--- src/rtl/div_pkg.sv ---
// Shared types and constants for the iterative divider.
package div_pkg;
  localparam int WIDTH_DEF = 64;
  localparam int CNT_W_DEF = $clog2(WIDTH_DEF);

  typedef enum logic [1:0] {
    IDLE = 2'd0,
    RUN  = 2'd1,
    FIX  = 2'd2,
    DONE = 2'd3
  } state_t;
endpackage

--- src/rtl/div_iter_64_if.sv ---
// Request/result bundle between the execute stage and the divider.
interface div_iter_64_if import div_pkg::*; #(
  parameter int WIDTH = WIDTH_DEF
);
  logic             start;
  logic             signed_op;
  logic [WIDTH-1:0] dividend;
  logic [WIDTH-1:0] divisor;
  logic             busy;
  logic             done;
  logic [WIDTH-1:0] quotient;
  logic [WIDTH-1:0] remainder;
  logic             div_by_zero;

  modport master (
    output start, signed_op, dividend, divisor,
    input  busy, done, quotient, remainder, div_by_zero
  );

  modport slave (
    input  start, signed_op, dividend, divisor,
    output busy, done, quotient, remainder, div_by_zero
  );
endinterface

--- src/rtl/div_step.sv ---
// One restoring shift-subtract step: shifts the quotient MSB into the partial
// remainder and subtracts the divisor magnitude when it fits.
module div_step import div_pkg::*; #(
  parameter int WIDTH = WIDTH_DEF
) (
  input  logic [WIDTH-1:0] rem,
  input  logic [WIDTH-1:0] q,
  input  logic [WIDTH-1:0] divisor_mag,
  output logic [WIDTH-1:0] rem_next,
  output logic [WIDTH-1:0] q_next
);
  logic [WIDTH:0]   rem_sh_s;
  logic [WIDTH-1:0] diff_s;
  logic             ge_s;

  // Shifted remainder needs one extra bit; the difference itself always fits in WIDTH.
  always_comb begin
    rem_sh_s = {rem, q[WIDTH-1]};
    ge_s     = (rem_sh_s >= {1'b0, divisor_mag});
    diff_s   = rem_sh_s[WIDTH-1:0] - divisor_mag;
    if (ge_s) begin
      rem_next = diff_s;
    end else begin
      rem_next = rem_sh_s[WIDTH-1:0];
    end
    q_next = {q[WIDTH-2:0], ge_s};
  end
endmodule

--- src/rtl/div_iter_64.sv ---
// Iterative restoring divider for UDIV/SDIV: magnitudes are divided one bit
// per cycle, then signs are applied in a final FIX cycle.
module div_iter_64 import div_pkg::*; #(
  parameter int WIDTH = WIDTH_DEF
) (
  input  logic          clk,
  input  logic          reset,
  div_iter_64_if.slave  bus
);
  localparam int CNT_W = $clog2(WIDTH);

  state_t           state_r;
  logic [CNT_W-1:0] cnt_r;
  logic [WIDTH-1:0] rem_r;
  logic [WIDTH-1:0] q_r;
  logic [WIDTH-1:0] dvs_r;
  logic [WIDTH-1:0] dvd_raw_r;
  logic             qneg_r;
  logic             rneg_r;
  logic             zero_r;
  logic             zwait_r;
  logic             busy_r;
  logic             done_r;
  logic [WIDTH-1:0] quo_r;
  logic [WIDTH-1:0] rmd_r;
  logic             dbz_r;

  logic [WIDTH-1:0] rem_nx_s;
  logic [WIDTH-1:0] q_nx_s;
  logic [WIDTH-1:0] dd_mag_s;
  logic [WIDTH-1:0] dv_mag_s;
  logic             dd_neg_s;
  logic             dv_neg_s;

  function automatic logic [WIDTH-1:0] cond_neg(input logic neg, input logic [WIDTH-1:0] v);
    if (neg) begin
      return (~v) + {{(WIDTH-1){1'b0}}, 1'b1};
    end else begin
      return v;
    end
  endfunction

  assign bus.busy        = busy_r;
  assign bus.done        = done_r;
  assign bus.quotient    = quo_r;
  assign bus.remainder   = rmd_r;
  assign bus.div_by_zero = dbz_r;

  // Operand magnitudes; the most-negative value maps onto its own bit pattern.
  always_comb begin
    dd_neg_s = bus.signed_op & bus.dividend[WIDTH-1];
    dv_neg_s = bus.signed_op & bus.divisor[WIDTH-1];
    dd_mag_s = cond_neg(dd_neg_s, bus.dividend);
    dv_mag_s = cond_neg(dv_neg_s, bus.divisor);
  end

  div_step #(.WIDTH(WIDTH)) u_step (
    .rem         (rem_r),
    .q           (q_r),
    .divisor_mag (dvs_r),
    .rem_next    (rem_nx_s),
    .q_next      (q_nx_s)
  );

  // Control FSM with registered handshake and result outputs.
  always_ff @(posedge clk or posedge reset) begin
    if (reset) begin
      state_r   <= IDLE;
      cnt_r     <= {CNT_W{1'b0}};
      rem_r     <= {WIDTH{1'b0}};
      q_r       <= {WIDTH{1'b0}};
      dvs_r     <= {WIDTH{1'b0}};
      dvd_raw_r <= {WIDTH{1'b0}};
      qneg_r    <= 1'b0;
      rneg_r    <= 1'b0;
      zero_r    <= 1'b0;
      zwait_r   <= 1'b0;
      busy_r    <= 1'b0;
      done_r    <= 1'b0;
      quo_r     <= {WIDTH{1'b0}};
      rmd_r     <= {WIDTH{1'b0}};
      dbz_r     <= 1'b0;
    end else begin
      done_r <= 1'b0;
      case (state_r)
        IDLE, DONE: begin
          if (bus.start) begin
            rem_r     <= {WIDTH{1'b0}};
            q_r       <= dd_mag_s;
            dvs_r     <= dv_mag_s;
            dvd_raw_r <= bus.dividend;
            qneg_r    <= dd_neg_s ^ dv_neg_s;
            rneg_r    <= dd_neg_s;
            cnt_r     <= CNT_W'(WIDTH - 1);
            dbz_r     <= 1'b0;
            busy_r    <= 1'b1;
            // A zero divisor skips the iterations but spends two cycles in FIX.
            if (bus.divisor == {WIDTH{1'b0}}) begin
              zero_r  <= 1'b1;
              zwait_r <= 1'b1;
              state_r <= FIX;
            end else begin
              zero_r  <= 1'b0;
              zwait_r <= 1'b0;
              state_r <= RUN;
            end
          end
        end
        RUN: begin
          rem_r <= rem_nx_s;
          q_r   <= q_nx_s;
          cnt_r <= cnt_r - CNT_W'(1);
          if (cnt_r == {CNT_W{1'b0}}) begin
            state_r <= FIX;
          end
        end
        FIX: begin
          if (zwait_r) begin
            zwait_r <= 1'b0;
          end else begin
            if (zero_r) begin
              quo_r <= {WIDTH{1'b0}};
              rmd_r <= dvd_raw_r;
              dbz_r <= 1'b1;
            end else begin
              quo_r <= cond_neg(qneg_r, q_r);
              rmd_r <= cond_neg(rneg_r, rem_r);
              dbz_r <= 1'b0;
            end
            done_r  <= 1'b1;
            busy_r  <= 1'b0;
            state_r <= DONE;
          end
        end
        default: begin
          state_r <= IDLE;
          busy_r  <= 1'b0;
        end
      endcase
    end
  end
endmodule
--- src/flat_wrapper.sv ---
// flat-port wrapper written by rule: the top's interface ports become plain ports
module div_iter_64_flat import div_pkg::*;
#(
  parameter int WIDTH = WIDTH_DEF
)
  (clk, reset, bus_start, bus_signed_op, bus_dividend, bus_divisor, bus_busy, bus_done, bus_quotient, bus_remainder, bus_div_by_zero);
  div_iter_64_if #(.WIDTH(WIDTH)) bus_i ();
  input  logic clk;
  input  logic reset;
  input wire logic [$bits(bus_i.start)-1:0] bus_start;
  input wire logic [$bits(bus_i.signed_op)-1:0] bus_signed_op;
  input wire logic [$bits(bus_i.dividend)-1:0] bus_dividend;
  input wire logic [$bits(bus_i.divisor)-1:0] bus_divisor;
  output wire logic [$bits(bus_i.busy)-1:0] bus_busy;
  output wire logic [$bits(bus_i.done)-1:0] bus_done;
  output wire logic [$bits(bus_i.quotient)-1:0] bus_quotient;
  output wire logic [$bits(bus_i.remainder)-1:0] bus_remainder;
  output wire logic [$bits(bus_i.div_by_zero)-1:0] bus_div_by_zero;
  assign bus_i.start = bus_start;
  assign bus_i.signed_op = bus_signed_op;
  assign bus_i.dividend = bus_dividend;
  assign bus_i.divisor = bus_divisor;
  assign bus_busy = bus_i.busy;
  assign bus_done = bus_i.done;
  assign bus_quotient = bus_i.quotient;
  assign bus_remainder = bus_i.remainder;
  assign bus_div_by_zero = bus_i.div_by_zero;
  div_iter_64 #(.WIDTH(WIDTH)) u_core (.clk(clk), .reset(reset), .bus(bus_i));
endmodule
--- config.mk ---
export PLATFORM = sky130hd
export DESIGN_NAME = div_iter_64_flat
export DESIGN_NICKNAME = d
export VERILOG_FILES = /design/src/rtl/div_pkg.sv /design/src/rtl/div_iter_64_if.sv /design/src/rtl/div_step.sv /design/src/rtl/div_iter_64.sv /design/src/flat_wrapper.sv
export SDC_FILE = /design/constraint.sdc
export NUM_CORES = 1
export LEC_CHECK = 0
export ABC_AREA = 0
export BUFFER_PORTS_ARGS = -buffer_cell sky130_fd_sc_hd__buf_4
export CORE_MARGIN = 2
export CORE_UTILIZATION = 55
export DETAILED_ROUTE_END_ITERATION = 10
export PLACE_DENSITY = 0.78
export SYNTH_ARGS = -nofsm -noshare
export SYNTH_HDL_FRONTEND = slang
export SYNTH_HIERARCHICAL = 1
export SYNTH_SLANG_ARGS = --single-unit
--- constraint.sdc ---
create_clock -name clk -period 13.44 [get_ports clk]
set_clock_uncertainty 0.05 [all_clocks]
set_input_delay 2.688 -clock clk [delete_from_list [all_inputs] [get_ports clk]]
set_output_delay 2.688 -clock clk [all_outputs]
set_load 0.05 [all_outputs]
# Word-level counts from Yosys, hierarchy flattened
# Index checks and enable logic that the tools add are counted.
classes:
  mux: 30
  eq_ne: 6
  n_lt_le_gt_ge: 1
  reduce_logical: 12
  bitwise: 8
  n_addsub: 6
op_table:
  columns: ["operator", "count"]
  rows:
  - ["64-bit two-way mux", 9]
  - ["64-bit by 1-bit adder with 64-bit output, second input constant", 4]
  - ["64-bit NOT", 4]
  - ["64-bit case mux with 2 select lines", 2]
  - ["65-bit by 64-bit >= comparator with 1-bit output", 1]
  - ["64-bit logical NOT", 1]
  - ["64-bit subtractor", 1]
  - ["6-bit case mux with 2 select lines", 1]
  - ["1-bit two-way mux", 9]
  - ["2-bit two-way mux", 4]
  - ["2-bit AND reduction", 4]
  - ["6-bit logical NOT", 1]
  - ["6-bit two-way mux", 1]
  - ["1-bit case mux with 2 select lines", 3]
  - ["2-bit case mux with 3 select lines", 1]
  - ["3-bit AND reduction", 2]
  - ["6-bit by 1-bit subtractor with 6-bit output, second input constant", 1]
  - ["2-bit equality test, second input constant", 2]
  - ["2-bit != test, second input constant", 2]
  - ["2-bit nonzero test", 2]
  - ["1-bit AND", 2]
  - ["2-bit by 1-bit equality test with 1-bit output, second input constant", 1]
  - ["2-bit logical NOT", 1]
  - ["2-bit by 1-bit != test with 1-bit output, second input constant", 1]
  - ["other kinds (3)", 3]
totals:
  ff_bits: 399
  in_bits: 132
  output_inout_bits: 131
  elab_cells: 78

# Logic depth before layout (Yosys ltp)
depth:
  ltp_word: 5
  ltp_mapped: 18
  ltp_nobuf: 14

# Modules after synthesis
# Netlist, hierarchy kept.
modules_own_cells:
  columns: ["module", "seq_area_each_um2", "cells_per_inst", "n_inst", "area_per_inst_um2"]
  rows:
  - ["div_iter_64", 9984.6, 2434, 1, 21574.4]
  - ["div_step", 0.0, 821, 1, 5272.6]

# Worst setup path before layout
# OpenSTA, ideal clock, no wires.
synth_path:
  kind: "input -> register"
  startpoint: "input port bus_divisor[38]"
  endpoint: "register u_core.state_r[0]"
  path_slack_ns: 8.262
  path_stages: 7
  arrival_ns: 5.008
  required_ns: 13.270
  path_buffers: 1
  setup_time_ns: 0.120
  path_cell_list: "or4_1 or3_1 clkbuf_1 or3_1 nor3_2 nand4b_1 a31o_2"
synth_between:
  elab_chain_len: 4
synth_rtl:
  columns: ["item", "line_no", "source"]
  rows:
  - ["start: declaration", "flat_wrapper.sv:13", "input wire logic [$bits(bus_i.divisor)-1:0] bus_divisor;"]
  - ["64-bit logical NOT", "div_iter_64.sv:98", "if (bus.divisor == {WIDTH{1'b0}}) begin"]
  - ["2-bit two-way mux", "div_iter_64.sv:98", null]
  - ["2-bit two-way mux", "div_iter_64.sv:87", "if (bus.start) begin"]
  - ["2-bit case mux with 3 select lines", "div_iter_64.sv:85", "case (state_r)"]
  - ["end signal: assignment", "div_iter_64.sv:101", "state_r <= FIX;"]
  - ["end signal: assignment", "div_iter_64.sv:105", "state_r <= RUN;"]
  - ["end signal: assignment", "div_iter_64.sv:114", "state_r <= FIX;"]
  - ["end: declaration", "div_iter_64.sv:12", "state_t state_r;"]
# Every way passes these cells. The select of a mux whose other input is x is not followed.
# A chain may end at the register's enable or synchronous reset.

# Worst setup path in the final report
# Ends and elaborated chain as after synthesis.

==> impl_metrics.py <==
metrics = {
    "run_status": {
        "status": "finished clean",
    },
    "floorplan": {
        "die_h_microns": 225,
        "die_w_microns": 225,
        "placementRows": 80,
        "core_area_sq_um": 47900,
        "dieArea_sq_um": 50600,
        "start_util_pct": 56.0,
        "ios": 263,
    },
    "power_and_ir_drop": {
        "p_comb_share_pct": 49.2,
        "power_frac_clock_pct": 19.8,
        "p_int_mw": 3.60,
        "switchingPower_mw": 3.33,
        "vdd.ir_drop.worst_uv": 190,
        "seqPwrFrac_pct": 31.0,
        "swShare_pct": 48.1,
        "p_per_area_nw_per_um2": 229,
        "power.leakage_nw": 13.6,
    },
    "route": {
        "dr.pass1.iters": 7,
        "via_per_inst": 6.10,
        "drt_wl_total_microns": 82800,
        "ant_nets": 0,
        "drt_iter0_markers": 2044,
        "vias": 24300,
        "drc_errors": 0,
        "avgRoutedWirePerCell_microns": 20.8,
    },
    "layout": {
        "num-nets-final": 3541,
        "syn_to_final_growth_pct": 12.7,
        "drive_above_1_share_pct": 13.1,
        "layout_commonest_cell": "nand2_1",
        "layout_common_cells": "nand2_1, dfrtp_1, o21ai_0",
        "diodes": 0,
    },
    "placed_design": {
        "gp_congestion": 0.924,
        "post-place-ws_ns": 7.54,
        "port_buffers": 262,
        "dp_hpwl_microns": 62000,
    },
    "setup_path": {
        "cp.required_ns": 13.88,
        "cp.arrival_ns": 5.78,
        "crit_fanout": 10,
        "end_kind": "register",
        "path_class": "primary input to register",
        "crit_path_start_kind": "primary input",
    },
    "synthesis": {
        "ys_types": 93,
        "synth_largest_area_cell": "dfrtp_1",
        "synth_area_leaders": "dfrtp_1, nand2_1, o21ai_0",
        "async_flop_share_pct": 100,
        "synth_area_sq_um": 26800,
        "syn_avg_cell_area_sq_um": 8.25,
        "yosys_register_bits": 399,
        "synth_cells": 3255,
        "postSynthNetCount": 3460,
        "yosysWarnings": 6,
        "yosysTopAreaCellShare_pct": 37.2,
        "dominantRegCellSynth": "dfrtp_1",
        "synth_edf_count": 0,
        "yosysSeqAreaShare_pct": 37.2,
    },
    "timing": {
        "drv_slew": 0,
        "fin_tns_setup_ns": 0,
        "period_minus_slack_ns": 5.35,
        "worst_pin_slew_ns": 1.22,
        "fmax_mhz": 187,
        "rsz0062_at_grt": "no",
        "setup_slack_ns": 8.09,
        "post-route-period-util_pct": 39.8,
        "hold_violations": 0,
        "setup_violations": 0,
        "relSlewSlack_pct": 18.7,
    },
    "clock_network": {
        "tritoncts": "done",
        "root_buffer": "clkbuf_16",
        "numCtsBuffers": 46,
        "hold_buffers": 0,
        "cts_buffer_depth": 3,
        "clkTransAtPathRegs_ns": 0.06,
        "clk_latency_ns": 0.61,
        "htreeDepth": 2,
        "clock-sinks": 399,
        "cts_resized": 0,
        "post-cts-setup-buffers": 0,
    },
    "min_path": {
        "hp-class": "register to register",
    },
    "global_routing": {
        "grt_use_total_pct": 32.1,
        "grt_overflow": 0,
        "grt_pass1_vias": 23100,
        "antenna_found_initial": 0,
        "grt_pass1_wl_microns": 129000,
        "grt_max_degree": 178,
    },
    "run": {
        "maxCapViolCount": 0,
    },
}
-- power groups by stage --
stage | Sequential, mW | Clock [mW] | Combinational [mW]
4_1_cts | 2.13 | 1.39 | 3.40
6_report | 2.15 | 1.37 | 3.42
2_1_floorplan | 2.54 | 0 | 2.08
5_1_grt | 2.21 | 1.44 | 3.73
3_3_place_gp | 2.12 | 0 | 3.33
3_5_place_dp | 2.15 | 0 | 3.39
-- logic make-up after synthesis --
kind of cell / count (synthesis) / synth area share, %
DFF: 399 / 37.2
xor gates and xnor gates: 294 / 9.59
and+or+nand+nor: 1141 / 20.2
adders and majority gates: 73 / 3.43
AOI/OAI and AO/OA: 933 / 21.4
buffers and inverters: 366 / 6.22
muxes: 49 / 2.01
-- worst max-delay path: stages --
cell and delay [ns]:
buf_4 0.13, or4_1 0.57, or3_1 0.44, or3_1 0.54, nor3_2 0.62, nand4b_1 0.43, a31o_2 0.37
-- routing by layer --
layer | global-route usage [%] | vias up | routed length (microns)
met2 | 52.4 | 877 | 38500
met1 | 43.4 | 11600 | 35800
met4 | 13.1 | 0 | 3460
li1 | - | 11700 | -
met5 | 0 | - | 0
met3 | 4.20 | 165 | 5010
-- synth_stat cells, types with 5 or more instances --
| cell | n |
|---|---|
| nand3b_1 | 28 |
| nor2b_1 | 11 |
| buf_4 | 66 |
| or2_2 | 19 |
| nor2_1 | 190 |
| and3_1 | 36 |
| a22o_1 | 65 |
| o31ai_1 | 54 |
| o22ai_1 | 29 |
| a221oi_1 | 6 |
| buf_1 | 10 |
| and2_1 | 11 |
| nand4_1 | 36 |
| xor2_1 | 163 |
| dfrtp_1 | 399 |
| a21boi_0 | 8 |
| nand2b_1 | 18 |
| o41ai_1 | 32 |
| buf_2 | 8 |
| or4_1 | 38 |
| a22oi_1 | 10 |
| nand2_1 | 518 |
| o21a_1 | 5 |
| a211oi_1 | 7 |
| mux2_4 | 9 |
| o21bai_1 | 15 |
| a21o_1 | 21 |
| clkbuf_1 | 167 |
| inv_1 | 110 |
| a21oi_1 | 212 |
| or3_1 | 38 |
| ha_1 | 72 |
| xnor2_1 | 131 |
| nor3b_1 | 7 |
| o211ai_1 | 6 |
| o21ai_1 | 44 |
| nand3_1 | 42 |
| o21ai_0 | 333 |
| nor3_1 | 69 |
| mux2i_1 | 36 |
| nor4_1 | 52 |
| a31oi_1 | 32 |
-- metrics by stage --
stage               utilization, %  std cells  hold WS [ns]  instance area [sq um]  power (mW)
floorplan                        -       3255         0.387                  26900        4.62
detailed placement            59.7       3903         0.405                  28600        5.54
global route                  63.1       3986         0.441                  30300        7.38
finish                        63.1       3986         0.426                  30300        6.94
CTS                           63.1       3986         0.426                  30300        6.93
global placement              59.7       3903         0.404                  28600        5.45
-- area by class of cell --
| cell class | instances | area (sq um) |
|---|---|---|
| clock buffers | 63 | 1270 |
| clock inverters | 20 | 380 |
| fillers | 4127 | 17700 |
| inverters | 112 | 432 |
| multi-input cells | 2490 | 15200 |
| flip-flops and latches | 399 | 9990 |
| well taps | 615 | 769 |
| repair buffers | 287 | 2170 |
-- flip-flops by register name, indices dropped and copies added, names as in the netlist, 2 cells and up --
signal,cells
u_core/bus.remainder,64
u_core/rem_r,64
u_core/dvs_r,64
u_core/dvd_raw_r,64
u_core/bus.quotient,64
u_core/q_r,64
u_core/cnt_r,6
u_core/state_r,2
-- final timing paths --
kind                                                        to                                 from  cells past startpoint  slack [ns]
max                              u_core/state_r[0]$_DFFE_PP0P_                      bus_divisor[38]                      7        8.09
min                        u_core/bus.quotient[45]$_DFFE_PP0P_  u_core/bus.quotient[45]$_DFFE_PP0P_                      2        0.43
max reg2reg                       u_core/rem_r[46]$_DFFE_PP0P_         u_core/rem_r[16]$_DFFE_PP0P_                     13        8.60
min reg2reg                u_core/bus.quotient[45]$_DFFE_PP0P_  u_core/bus.quotient[45]$_DFFE_PP0P_                      2        0.43
max in group asynchronous            u_core/zero_r$_DFFE_PP0P_                                reset                      4        9.33
min in group asynchronous   u_core/bus.quotient[5]$_DFFE_PP0P_                                reset                      3        2.31
(Power assumes the default switching activity.)
